[config.mk]
export PLATFORM = sky130hd
export DESIGN_NAME = deserializer_unit_cell_flat
export DESIGN_NICKNAME = d
export VERILOG_FILES = /design/src/rtl/deserializer_unit_cell_if.sv /design/src/rtl/deserializer_unit_cell.sv /design/src/flat_wrapper.sv
export SDC_FILE = /design/constraint.sdc
export NUM_CORES = 1
export LEC_CHECK = 0
export CAP_MARGIN = 20
export CORE_ASPECT_RATIO = 1.75
export CORE_UTILIZATION = 40
export DETAILED_ROUTE_END_ITERATION = 6
export PLACE_DENSITY = 0.68
export SETUP_SLACK_MARGIN = 0.5
export SYNTH_ARGS = -nofsm -noshare
export SYNTH_HDL_FRONTEND = slang
export SYNTH_SLANG_ARGS = --single-unit
[constraint.sdc]
create_clock -name CLK -period 1.6 [get_ports CLK]
set_input_delay 0.32 -clock CLK [delete_from_list [all_inputs] [get_ports CLK]]
set_output_delay 0.32 -clock CLK [all_outputs]
set_load 0.02 [all_outputs]
[src/rtl/deserializer_unit_cell_if.sv]
// Bus for the deserializer unit cell: serial line plus realign request in,
// reassembled payload word, strobe, lock flag, frame count and a state
// debug view out.
//
// Handshake: there is no back-pressure. SERIAL_IN and SYNC are sampled on
// every rising edge. PAR_VALID is a one-cycle pulse on the cycle PAR_OUT takes
// a new word. The receiver must consume the word in that cycle or read the
// held PAR_OUT later.
interface deserializer_unit_cell_if #(
  parameter int DATA_W = 16
);
  logic              SERIAL_IN;
  logic              SYNC;
  logic [DATA_W-1:0] PAR_OUT;
  logic              PAR_VALID;
  logic              LOCKED;
  logic [7:0]        FRAME_CNT;
  logic [1:0]        state_dbg;

  // Side that drives the serial line and consumes the parallel word.
  modport master (
    output SERIAL_IN,
    output SYNC,
    input  PAR_OUT,
    input  PAR_VALID,
    input  LOCKED,
    input  FRAME_CNT,
    input  state_dbg
  );

  // The deserializer itself.
  modport slave (
    input  SERIAL_IN,
    input  SYNC,
    output PAR_OUT,
    output PAR_VALID,
    output LOCKED,
    output FRAME_CNT,
    output state_dbg
  );
endinterface

[src/rtl/deserializer_unit_cell.sv]
// Deserializer unit cell. Samples an LSB-first serial stream framed as
// FRAME_LEN slots. The first DATA_W slots carry payload. Each payload is
// reassembled into a parallel word and announced with a one-cycle strobe.
// A SYNC request forces realignment so that the next sampled bit is slot 0.
// Every output is registered.
module deserializer_unit_cell #(
  parameter int DATA_W    = 16,
  parameter int FRAME_LEN = 32,
  parameter int CNT_W     = 6,
  parameter int PIPE_DLY  = 1
) (
  input logic                     CLK,
  input logic                     RESET,
  deserializer_unit_cell_if.slave bus
);

  typedef enum logic [1:0] {
    ST_WAIT    = 2'd0,
    ST_CAPTURE = 2'd1,
    ST_SKIP    = 2'd2
  } state_t;

  // After reset, WAIT covers the edges that come before the upstream
  // serializer's first registered bit. With no pipeline delay, capture
  // starts on the first edge.
  localparam state_t RESET_STATE = (PIPE_DLY > 0) ? ST_WAIT : ST_CAPTURE;

  // Terminal slot values. WAIT reuses the slot counter to count its edges.
  localparam logic [CNT_W-1:0] WAIT_LAST  = CNT_W'((PIPE_DLY > 0) ? PIPE_DLY - 1 : 0);
  localparam logic [CNT_W-1:0] DATA_LAST  = CNT_W'(DATA_W - 1);
  localparam logic [CNT_W-1:0] FRAME_LAST = CNT_W'(FRAME_LEN - 1);
  localparam logic [CNT_W-1:0] SLOT_ONE   = CNT_W'(1);

  // When payload fills the whole frame, the skip phase disappears.
  localparam bit NO_SKIP = (DATA_W == FRAME_LEN);

  state_t            state_q;
  state_t            state_d;
  logic [CNT_W-1:0]  slot_q;
  logic [CNT_W-1:0]  slot_d;
  logic              cap_we;
  logic              word_done;
  logic [DATA_W-1:0] cap_q;
  logic [DATA_W-1:0] cap_next;
  logic [DATA_W-1:0] par_out_q;
  logic              par_valid_q;
  logic              locked_q;
  logic [7:0]        frame_cnt_q;

  // State and slot counter register.
  always_ff @(posedge CLK or negedge RESET) begin
    if (!RESET) begin
      state_q <= RESET_STATE;
      slot_q  <= '0;
    end else begin
      state_q <= state_d;
      slot_q  <= slot_d;
    end
  end

  // Next state and slot. SYNC overrides everything, so a realign always lands
  // on slot 0 of CAPTURE. Holding SYNC high parks the cell there.
  always_comb begin
    state_d   = state_q;
    slot_d    = slot_q;
    cap_we    = 1'b0;
    word_done = 1'b0;
    if (bus.SYNC) begin
      state_d = ST_CAPTURE;
      slot_d  = '0;
    end else begin
      case (state_q)
        ST_WAIT: begin
          if (slot_q == WAIT_LAST) begin
            state_d = ST_CAPTURE;
            slot_d  = '0;
          end else begin
            slot_d = slot_q + SLOT_ONE;
          end
        end
        ST_CAPTURE: begin
          cap_we = 1'b1;
          if (slot_q == DATA_LAST) begin
            word_done = 1'b1;
            if (NO_SKIP) begin
              state_d = ST_CAPTURE;
              slot_d  = '0;
            end else begin
              state_d = ST_SKIP;
              slot_d  = slot_q + SLOT_ONE;
            end
          end else begin
            slot_d = slot_q + SLOT_ONE;
          end
        end
        ST_SKIP: begin
          if (slot_q == FRAME_LAST) begin
            state_d = ST_CAPTURE;
            slot_d  = '0;
          end else begin
            slot_d = slot_q + SLOT_ONE;
          end
        end
        default: begin
          state_d = ST_CAPTURE;
          slot_d  = '0;
        end
      endcase
    end
  end

  // Capture word with the current serial bit already placed at its slot.
  // This is also the word published when the last payload slot is sampled.
  always_comb begin
    cap_next = cap_q;
    for (int i = 0; i < DATA_W; i++) begin
      if (slot_q == CNT_W'(i)) begin
        cap_next[i] = bus.SERIAL_IN;
      end
    end
  end

  // Payload datapath. A SYNC discards any partial word. PAR_OUT, the strobe,
  // the frame count and the sticky lock flag move only when a word completes.
  always_ff @(posedge CLK or negedge RESET) begin
    if (!RESET) begin
      cap_q       <= '0;
      par_out_q   <= '0;
      par_valid_q <= 1'b0;
      locked_q    <= 1'b0;
      frame_cnt_q <= '0;
    end else begin
      par_valid_q <= word_done;
      if (bus.SYNC) begin
        cap_q <= '0;
      end else if (cap_we) begin
        cap_q <= cap_next;
      end
      if (word_done) begin
        par_out_q   <= cap_next;
        locked_q    <= 1'b1;
        frame_cnt_q <= frame_cnt_q + 8'd1;
      end
    end
  end

  assign bus.PAR_OUT   = par_out_q;
  assign bus.PAR_VALID = par_valid_q;
  assign bus.LOCKED    = locked_q;
  assign bus.FRAME_CNT = frame_cnt_q;
  assign bus.state_dbg = state_q;

endmodule

[src/flat_wrapper.sv]
// flat-port wrapper written by rule: the top's interface ports become plain ports
module deserializer_unit_cell_flat 
#(
  parameter int DATA_W    = 16,
  parameter int FRAME_LEN = 32,
  parameter int CNT_W     = 6,
  parameter int PIPE_DLY  = 1
)
  (CLK, RESET, bus_SERIAL_IN, bus_SYNC, bus_PAR_OUT, bus_PAR_VALID, bus_LOCKED, bus_FRAME_CNT, bus_state_dbg);
  deserializer_unit_cell_if #(.DATA_W(DATA_W)) bus_i ();
  input logic CLK;
  input logic RESET;
  input wire logic [$bits(bus_i.SERIAL_IN)-1:0] bus_SERIAL_IN;
  input wire logic [$bits(bus_i.SYNC)-1:0] bus_SYNC;
  output wire logic [$bits(bus_i.PAR_OUT)-1:0] bus_PAR_OUT;
  output wire logic [$bits(bus_i.PAR_VALID)-1:0] bus_PAR_VALID;
  output wire logic [$bits(bus_i.LOCKED)-1:0] bus_LOCKED;
  output wire logic [$bits(bus_i.FRAME_CNT)-1:0] bus_FRAME_CNT;
  output wire logic [$bits(bus_i.state_dbg)-1:0] bus_state_dbg;
  assign bus_i.SERIAL_IN = bus_SERIAL_IN;
  assign bus_i.SYNC = bus_SYNC;
  assign bus_PAR_OUT = bus_i.PAR_OUT;
  assign bus_PAR_VALID = bus_i.PAR_VALID;
  assign bus_LOCKED = bus_i.LOCKED;
  assign bus_FRAME_CNT = bus_i.FRAME_CNT;
  assign bus_state_dbg = bus_i.state_dbg;
  deserializer_unit_cell #(.DATA_W(DATA_W), .FRAME_LEN(FRAME_LEN), .CNT_W(CNT_W), .PIPE_DLY(PIPE_DLY)) u_core (.CLK(CLK), .RESET(RESET), .bus(bus_i));
endmodule
==> results.sh <==
export IMPL_cts_tree="done"
export IMPL_synth_edf_count=0
export IMPL_dpl_hpwl_um=4370
export IMPL_wl_um=7170
export IMPL_fillers=431
export IMPL_crit_arrival_ns=1.95
export IMPL_grt_total_usage=0.231
export IMPL_drt_pass1_iterations=6
export IMPL_cts_sinks=49
export IMPL_critPathMaxFanout=4
export IMPL_grt_pass1_vias=2232
export IMPL_initial_utilization=0.414
export IMPL_dpl_worst_slack_ns=-0.246
export IMPL_violations="setup timing"
export IMPL_fp_dieH_um=105
export IMPL_skew_ns=0.00793
export IMPL_finalCriticalPeriod_ns=1.74
export IMPL_synth_warnings=0
export IMPL_drive_above_1_share=0.603
export IMPL_post_synth_top_area_cell="dfrtp_1"
export IMPL_tightestPinTransition_ns=0.419
export IMPL_total_power_mw=2.55
export IMPL_powerDensity_mw_per_mm2=633
export IMPL_fin_setup_tns_ns=-2.18
export IMPL_avgSynthCellArea_um2=11.0
export IMPL_max_stage_delay_ns=0.50
export IMPL_die_area_mm2=0.00641
export IMPL_ys_seq_area_frac=0.504
export IMPL_htree_num_levels=2
export IMPL_clk_latency_ns=0.32
export IMPL_grt_pass1_wl_um=10800
export IMPL_syn_to_final_growth_pct=65.8
export IMPL_io_pins=32
export IMPL_ys_flop_type="dfrtp_1"
export IMPL_cpMostUsedCell="buf_6"
export IMPL_crit_type="flip-flop to flip-flop"
export IMPL_cts_inserted_buffers=5
export IMPL_synthArstFlopShare=1.00
export IMPL_setup_viol=31
export IMPL_initialDrtViolationCount=72
export IMPL_cts_path_max_buffers=2
export IMPL_clk_pin_slew_ns=0.09
export IMPL_max_freq_ghz=0.576
export IMPL_synth_area_top_cells="dfrtp_1 (50%), mux2_2 (5.6%), nand3_1 (4.3%), a21oi_1 (3.9%), o21ai_0 (3.5%)"
export IMPL_drtAntennaViolNets=0
export IMPL_core_area_mm2=0.00588
export IMPL_antenna_found_initial=0
export IMPL_ys_ff_latch=49
export IMPL_detailed_place_area_mm2=0.00321
export IMPL_syn_area_mm2=0.00243
export IMPL_netlist_instances=222
export IMPL_drc_errors=0
export IMPL_syn_nets=231
export IMPL_period_share=1.09
export IMPL_portBuffers=31
export IMPL_holdCritPathClass="input port to async pin"
export IMPL_gp_congestion=0.827
export IMPL_endpoint_kind="flip-flop"
export IMPL_cts_root_buf="clkbuf_8"
export IMPL_path_cells="inv_2, ha_4, or4b_4, buf_6, buf_6, o21ai_4, a21oi_2"
export IMPL_via_count=2205
export IMPL_antenna_cells=0
export IMPL_startpoint_type="flip-flop"
export IMPL_yosysUniqueCellTypes=42
export IMPL_viasPerCell=5.54
export IMPL_status="finished with violations"
export IMPL_vdd_drop_max_uv=514
export IMPL_num_nets_final=328
export IMPL_slew_viol_final=0
export IMPL_synth_top_area_frac=0.504
export IMPL_rows=37
export IMPL_cp_slowest_cell="or4b_4"
export IMPL_overflow=0
export IMPL_grt_setup_unrepaired="true"
export IMPL_design_area_mm2=0.00403
export IMPL_slew_headroom=0.717
export IMPL_grt_max_degree=32
export IMPL_p_leak_nw=1.85
export IMPL_fin_ws_ns=-0.137
export IMPL_wl_per_cell_um=18.0
export IMPL_hold_viol_final=0
export IMPL_critPathRequiredTime_ns=1.82
export IMPL_die_w_um=60.9
export IMPL_drv_cap=0
-- flip-flops by register name (all words and copies together) (netlist names) --
register,count
u_core.slot_q,6
u_core.bus.FRAME_CNT,8
u_core.bus.state_dbg,2
u_core.cap_q,15
u_core.bus.LOCKED,1
u_core.bus.PAR_VALID,1
u_core.bus.PAR_OUT,16
-- cell type report --
cell class / instances / area (µm²) / share of cell area
tap: 78 / 97.6 / 0.0242
clock buffer: 6 / 72.6 / 0.0180
sequential: 49 / 1230 / 0.306
clock inverter: 2 / 38.8 / 0.00962
multi-input combinational: 151 / 1510 / 0.375
inverter: 5 / 20.0 / 0.00496
timing repair buffer: 107 / 1060 / 0.262
-- layer usage --
metal	vias to the layer above	GRT usage	wire length, µm
met5	-	0	0
met4	0	0.136	350
met3	27	0.0433	269
met2	80	0.397	3910
met1	1083	0.248	2640
li1	1015	-	-
-- repair_timing --
| item | 4_1_cts | 5_1_grt |
|---|---|---|
| pin swaps | 21 | 30 |
| setup endpoints to repair | 77 | 108 |
| endpoints found under the hold margin | 18 | 0 |
| gates resized for setup | 204 | 50 |
| gates cloned | 1 | 0 |
| buffers inserted | 32 | 8 |
| hold buffers | 1 | 0 |
-- worst paths after layout --
kind | start | end | slack [ns] | cells after the start
min reg2reg | u_core.cap_q[8] | u_core.bus.PAR_OUT[8] | 0.52 | 1
min in group CLK | u_core.cap_q[8] | u_core.bus.PAR_OUT[8] | 0.52 | 1
max | u_core.slot_q[0] | u_core.cap_q[0] | -0.14 | 7
max reg2reg | u_core.slot_q[0] | u_core.cap_q[0] | -0.14 | 7
max in group asynchronous | RESET | u_core.bus.FRAME_CNT[0] | 0.68 | 3
min | RESET | u_core.bus.PAR_OUT[8] | 0.44 | 2
-- power breakdown --
part           leakage [nW]  switching [mW]  internal [mW]
clock                0.0554           0.430          0.469
sequential            0.667          0.0172           1.25
combinational          1.13           0.194          0.188
total                  1.85           0.641           1.91
-- kinds of logic after synthesis --
kind of cell | after synthesis | share of synthesized area
fa+ha+maj | 5 | 0.0257
buf+inv | 22 | 0.0447
flops | 49 | 0.504
compound gates | 44 | 0.0988
simple gates | 76 | 0.219
mux | 16 | 0.0720
xor+xnor | 10 | 0.0360
-- cell usage after synthesis, types with 2 or more instances --
library cell / n
a21oi_1: 19
a31oi_1: 4
and3b_1: 2
buf_2: 8
buf_6: 2
clkbuf_1: 6
dfrtp_1: 49
ha_1: 5
inv_1: 4
mux2_2: 12
mux2i_1: 4
nand2_1: 4
nand2b_1: 6
nand3_1: 21
nand4_1: 4
nand4b_1: 2
nor2_1: 2
nor3_1: 8
nor3b_1: 4
nor4_1: 3
nor4b_1: 3
nor4bb_1: 2
o21ai_0: 17
or3b_2: 3
or4b_1: 3
xnor2_1: 3
xor2_1: 7
-- critical path: cells and delay by family, from the launching register on --
kind / cells / cell delay [ns]
buf+inv: 3 / 0.35
flops: 1 / 0.42
fa+ha+maj: 1 / 0.16
compound gates: 2 / 0.20
simple gates: 1 / 0.50
-- layout by cell type (no fill, tap or decap), types with 5 or more instances in the layout --
| cell type | synthesis | final |
|---|---|---|
| nand2b_1 | 6 | 5 |
| mux2_2 | 12 | 10 |
| xor2_1 | 7 | 7 |
| clkbuf_8 | 0 | 5 |
| buf_4 | 0 | 49 |
| nand3_1 | 21 | 17 |
| o21ai_2 | 0 | 9 |
| o21ai_1 | 0 | 6 |
| dfrtp_2 | 0 | 6 |
| a21oi_1 | 19 | 10 |
| nor3_4 | 0 | 5 |
| dfrtp_1 | 49 | 43 |
| buf_6 | 2 | 49 |
| a21oi_2 | 0 | 9 |
-- per-stage QoR --
| step | hold WS, ns | utilization | cells |
|---|---|---|---|
| after floorplan | 0.0244 | - | 222 |
| after global placement | 0.292 | 0.545 | 348 |
| after detailed placement | 0.303 | 0.545 | 348 |
| after CTS | 0.491 | 0.642 | 390 |
| after global routing | 0.455 | 0.686 | 398 |
| final | 0.442 | 0.686 | 398 |
No activity file was read; power rests on OpenSTA's default activity.
